$ cat src/rtl/wb_merge_buffer_pkg.sv
// Shared constants and bus types for the writeback merge buffer slice.
// Parameter defaults for the buffer and its forwarding matchers live here.
package wb_merge_buffer_pkg;

  localparam int REG_AW        = 5;
  localparam int DATA_W        = 32;
  localparam int DEFAULT_DEPTH = 4;
  localparam int WB_BUS_W      = 1 + REG_AW + DATA_W;

  typedef struct packed {
    logic              we;
    logic [REG_AW-1:0] waddr;
    logic [DATA_W-1:0] wdata;
  } wb_bus_t;

endpackage

$ cat src/rtl/wb_fwd_match.sv
// One forwarding lookup port: finds the youngest pending entry whose
// destination matches raddr and returns its data (0 on no hit).
module wb_fwd_match
  import wb_merge_buffer_pkg::*;
#(
  parameter int DEPTH = DEFAULT_DEPTH,
  parameter int AW    = REG_AW,
  parameter int DW    = DATA_W
) (
  input  logic [DEPTH-1:0][AW-1:0] entry_addr,
  input  logic [DEPTH-1:0][DW-1:0] entry_data,
  input  logic [$clog2(DEPTH)-1:0] head,
  input  logic [$clog2(DEPTH):0]   count,
  input  logic [AW-1:0]            raddr,
  output logic                     hit,
  output logic [DW-1:0]            data
);

  localparam int PW = $clog2(DEPTH);

  logic [PW-1:0] idx;

  // Walk oldest to youngest; a later match overrides, so the youngest wins.
  always_comb begin
    hit  = 1'b0;
    data = '0;
    idx  = '0;
    for (int i = 0; i < DEPTH; i++) begin
      idx = head + PW'(i);
      if (((PW+1)'(i) < count) && (entry_addr[idx] == raddr) && (raddr != '0)) begin
        hit  = 1'b1;
        data = entry_data[idx];
      end
    end
  end

endmodule

$ cat src/rtl/wb_merge_buffer.sv
// Dual-input writeback queue draining one entry per cycle into the regfile
// write port, with youngest-value forwarding for the four read ports.
module wb_merge_buffer
  import wb_merge_buffer_pkg::*;
#(
  parameter int DEPTH = DEFAULT_DEPTH,
  parameter int AW    = REG_AW,
  parameter int DW    = DATA_W
) (
  input  logic                   clk,
  input  logic                   rst,
  input  logic                   wb0_we,
  input  logic [AW-1:0]          wb0_waddr,
  input  logic [DW-1:0]          wb0_wdata,
  input  logic                   wb1_we,
  input  logic [AW-1:0]          wb1_waddr,
  input  logic [DW-1:0]          wb1_wdata,
  output logic                   in_ready,
  output logic                   rf_we,
  output logic [AW-1:0]          rf_waddr,
  output logic [DW-1:0]          rf_wdata,
  input  logic [4*AW-1:0]        q_raddr,
  output logic [3:0]             q_hit,
  output logic [4*DW-1:0]        q_data,
  output logic [$clog2(DEPTH):0] count
);

  localparam int PW = $clog2(DEPTH);
  localparam int CW = PW + 1;

  logic [DEPTH-1:0][AW-1:0] mem_addr;
  logic [DEPTH-1:0][DW-1:0] mem_data;
  logic [PW-1:0]            head;
  logic [PW-1:0]            tail;
  logic [PW-1:0]            tail_p1;
  logic [CW-1:0]            cnt;
  logic                     v0;
  logic                     v1;
  logic                     pop;
  logic [1:0]               n_push;

  // Writes to r0 carry no information, so they never take a slot.
  assign v0       = wb0_we && (wb0_waddr != '0);
  assign v1       = wb1_we && (wb1_waddr != '0);
  assign in_ready = (cnt <= CW'(DEPTH - 2));
  assign pop      = (cnt != '0);
  assign n_push   = in_ready ? ({1'b0, v0} + {1'b0, v1}) : 2'd0;
  assign tail_p1  = tail + PW'(1);

  always_ff @(posedge clk or posedge rst) begin
    if (rst) begin
      head <= '0;
      tail <= '0;
      cnt  <= '0;
    end else begin
      head <= head + PW'(pop);
      tail <= tail + PW'(n_push);
      cnt  <= cnt + CW'(n_push) - CW'(pop);
    end
  end

  // Entry storage needs no reset: only slots between head and tail are read.
  always_ff @(posedge clk) begin
    if (in_ready) begin
      if (v0) begin
        mem_addr[tail] <= wb0_waddr;
        mem_data[tail] <= wb0_wdata;
      end
      if (v1) begin
        mem_addr[v0 ? tail_p1 : tail] <= wb1_waddr;
        mem_data[v0 ? tail_p1 : tail] <= wb1_wdata;
      end
    end
  end

  assign rf_we    = pop;
  assign rf_waddr = pop ? mem_addr[head] : '0;
  assign rf_wdata = pop ? mem_data[head] : '0;
  assign count    = cnt;

  for (genvar g = 0; g < 4; g++) begin : g_fwd
    wb_fwd_match #(
      .DEPTH (DEPTH),
      .AW    (AW),
      .DW    (DW)
    ) u_match (
      .entry_addr (mem_addr),
      .entry_data (mem_data),
      .head       (head),
      .count      (cnt),
      .raddr      (q_raddr[g*AW +: AW]),
      .hit        (q_hit[g]),
      .data       (q_data[g*DW +: DW])
    );
  end

endmodule
$ cat config.mk
export PLATFORM = sky130hd
export DESIGN_NAME = wb_merge_buffer
export DESIGN_NICKNAME = d
export VERILOG_FILES = /design/src/rtl/wb_merge_buffer_pkg.sv /design/src/rtl/wb_fwd_match.sv /design/src/rtl/wb_merge_buffer.sv
export SDC_FILE = /design/constraint.sdc
export NUM_CORES = 1
export LEC_CHECK = 0
export BUFFER_PORTS_ARGS = -buffer_cell sky130_fd_sc_hd__buf_4
export CAP_MARGIN = 10
export CORE_MARGIN = 5
export CORE_UTILIZATION = 47
export DETAILED_ROUTE_END_ITERATION = 10
export GPL_ROUTABILITY_DRIVEN = 0
export PLACE_DENSITY_LB_ADDON = 0.08
export SYNTH_ARGS = -nofsm -noshare
export SYNTH_HDL_FRONTEND = slang
export SYNTH_SLANG_ARGS = --single-unit
$ cat constraint.sdc
create_clock -name clk -period 17.3 [get_ports clk]
set_input_delay 2.595 -clock clk [delete_from_list [all_inputs] [get_ports clk]]
set_output_delay 2.595 -clock clk [all_outputs]
set_load 0.005 [all_outputs]
==> out/metrics.yaml <==
synth.most_common_cell: "mux2i_1"
grtUsageTotal_pct: 31.30
synth_top_area_cell: "edfxtp_1"
antenna_found_initial: 3
synth_cells: 1997
io-pin-count: 272
dieWidth_um: 199.8
rsz0062_at_grt: "false"
hold-worst-slack_ps: 669.1
drt-pass1-iter-count: 8
ys_ff_latch: 155
grt_pass1_vias: 14649
fin_crit_sh_pct: 47.64
first_iter_violations: 2409
cap_violations: 0
io_buffers: 271
drive_gt1_share_pct: 22.71
setup.worst_path.class: "in -> out"
syn_nets: 2106
yosysWarningCount: 0
die-area_um2: 39910
min_period_ps: 8242
ctsResizeCount: 0
drt-total-wl_mm: 65.92
fmax_mhz: 121.3
cts_tree: "done"
avgSynthCellArea_um2: 8.477
synth-main-ff-cell: "edfxtp_1"
avgRoutedWirePerCell_um: 25.37
max_slew_margin_pct: 27.33
core_area_um2: 35570
ant_nets: 0
drv_slew: 0
start_util_pct: 47.59
hold_viol_final: 0
yosysSeqAreaShare_pct: 27.29
clk_pin_slew_worst_paths_ps: 60
setup_tns_ps: 0
hold_class: "reg -> reg"
leakage_nw: 8.582
via_per_inst: 6.566
cts.sinks: 155
multiInputGateArea_um2: 11340
fill_cells: 3323
syn-cell-area_um2: 16930
die_y_um: 199.8
area_growth_pct: 15.67
cts_made_buffers: 17
clk_path_buf_depth: 2
hold_buffers: 0
finalNetCount: 2232
critPathLaunchType: "input pin"
peakVddDrop_v: 0.0001244
worstSetupEndpointType: "output pin"
rows: 69
critPathRequiredTime_ps: 14700
vias: 17058
netlist_top_cells_area: "edfxtp_1, mux2i_1, a21oi_1, mux2_2, o21ai_0"
synth_common_cells: "mux2i_1, nand2_1, nor2_1"
crit_arrival_ps: 5650
postCtsSetupRepairBufs: 0
status: "finished, final reports clean"
synthArstFlopShare_pct: 4.516
htree_levels: 4
overflow: 0
synth_edf_count: 148
worst_slew_pin_slew_ps: 1090
skew_ps: 7.317
setup_viol_count_final: 0
grt_max_degree: 110
cts-root-buf: "clkbuf_16"
crit_fanout: 15
ys_types: 65
seqCellArea_um2: 4627
clk_latency_ps: 420
power_density_nw_per_um2: 258.6
yosysTopAreaCellShare_pct: 26.25
drc_errors: 0
grt_pass1_wl_mm: 95.92
hpwl_mm: 47.55
[worst max-delay path, stage by stage]
cell	delay (ps)
buf_4	130
nor3_1	80
a211o_1	290
a211oi_1	310
nand3_1	700
nand4_1	850
o221ai_1	240
a31o_2	300
buf_4	140
[area by class of cell]
type / instances / share of cell area, %
multi-input cells: 1597 / 57.94
flip-flops and latches: 155 / 23.63
repair buffers: 301 / 11.54
well taps: 461 / 2.946
clock buffers: 19 / 2.211
inverters: 51 / 0.9840
clock inverters: 13 / 0.7412
diodes: 1 / 0.01278
[report_power, final]
part | switching (W) | total [W] | internal, W
registers | 0.000240 | 0.000995 | 0.000756
clock network | 0.000155 | 0.000369 | 0.000214
logic | 0.00223 | 0.00370 | 0.00147
[kinds of logic after synthesis]
| kind of cell | Yosys count | synth area share [%] |
|---|---|---|
| AOI/OAI and AO/OA | 601 | 23.24 |
| xor gates and xnor gates | 82 | 4.242 |
| adders and majority gates | 11 | 0.8574 |
| buffers and inverters | 245 | 6.452 |
| DFF | 155 | 27.29 |
| muxes | 381 | 24.51 |
| and+or+nand+nor | 522 | 13.41 |
[metrics by stage]
step	total power, W	setup WS [ps]	utilization [%]	instance area [um^2]	std cells
2_1_floorplan	0.003258	4781	-	16930	1997
3_3_place_gp	0.004523	9298	53.42	19000	2565
3_5_place_dp	0.004573	9183	53.42	19000	2565
4_1_cts	0.004955	9181	55.04	19580	2597
5_1_grt	0.005348	8951	55.05	19580	2598
6_report	0.005063	9058	55.05	19580	2598
[final timing paths]
| kind | from | endpoint | slack [ps] | cells past startpoint |
|---|---|---|---|---|
| setup / recovery | q_raddr[5] | q_data[37] | 9060 | 9 |
| hold / removal | count[0] | count[0] | 670 | 1 |
| setup reg to reg | count[2] | count[2] | 13880 | 10 |
| hold reg to reg | count[0] | count[0] | 670 | 1 |
| max in group asynchronous | rst | head[1] | 14920 | 2 |
| min in group asynchronous | rst | tail[0] | 2120 | 2 |
[sequential cells by signal, summed over array words and instances, names as in the netlist]
register,count
count,3
head,2
mem_addr,20
mem_data,128
tail,2
[layer usage]
| metal | vias up | track usage, % | wire, um | share of wire (%) |
|---|---|---|---|---|
| li1 | 7701 | - | - | - |
| met1 | 8119 | 51.17 | 29890 | 45 |
| met2 | 1137 | 40.68 | 25520 | 39 |
| met3 | 97 | 7.637 | 8990 | 14 |
| met4 | 4 | 7.245 | 1484 | 2.3 |
| met5 | - | 0 | 34 | 0.052 |
[placed cells by master (no fill, tap or decap), types with 32 or more instances in the layout]
cell / count
buf_4: 301
mux2i_1: 278
nand2_1: 201
nor2_1: 195
a21oi_1: 182
o21ai_0: 157
edfxtp_1: 148
mux2_2: 71
xnor2_1: 54
inv_1: 49
a221oi_1: 38
a22o_1: 32
(Power assumes the default switching activity.)
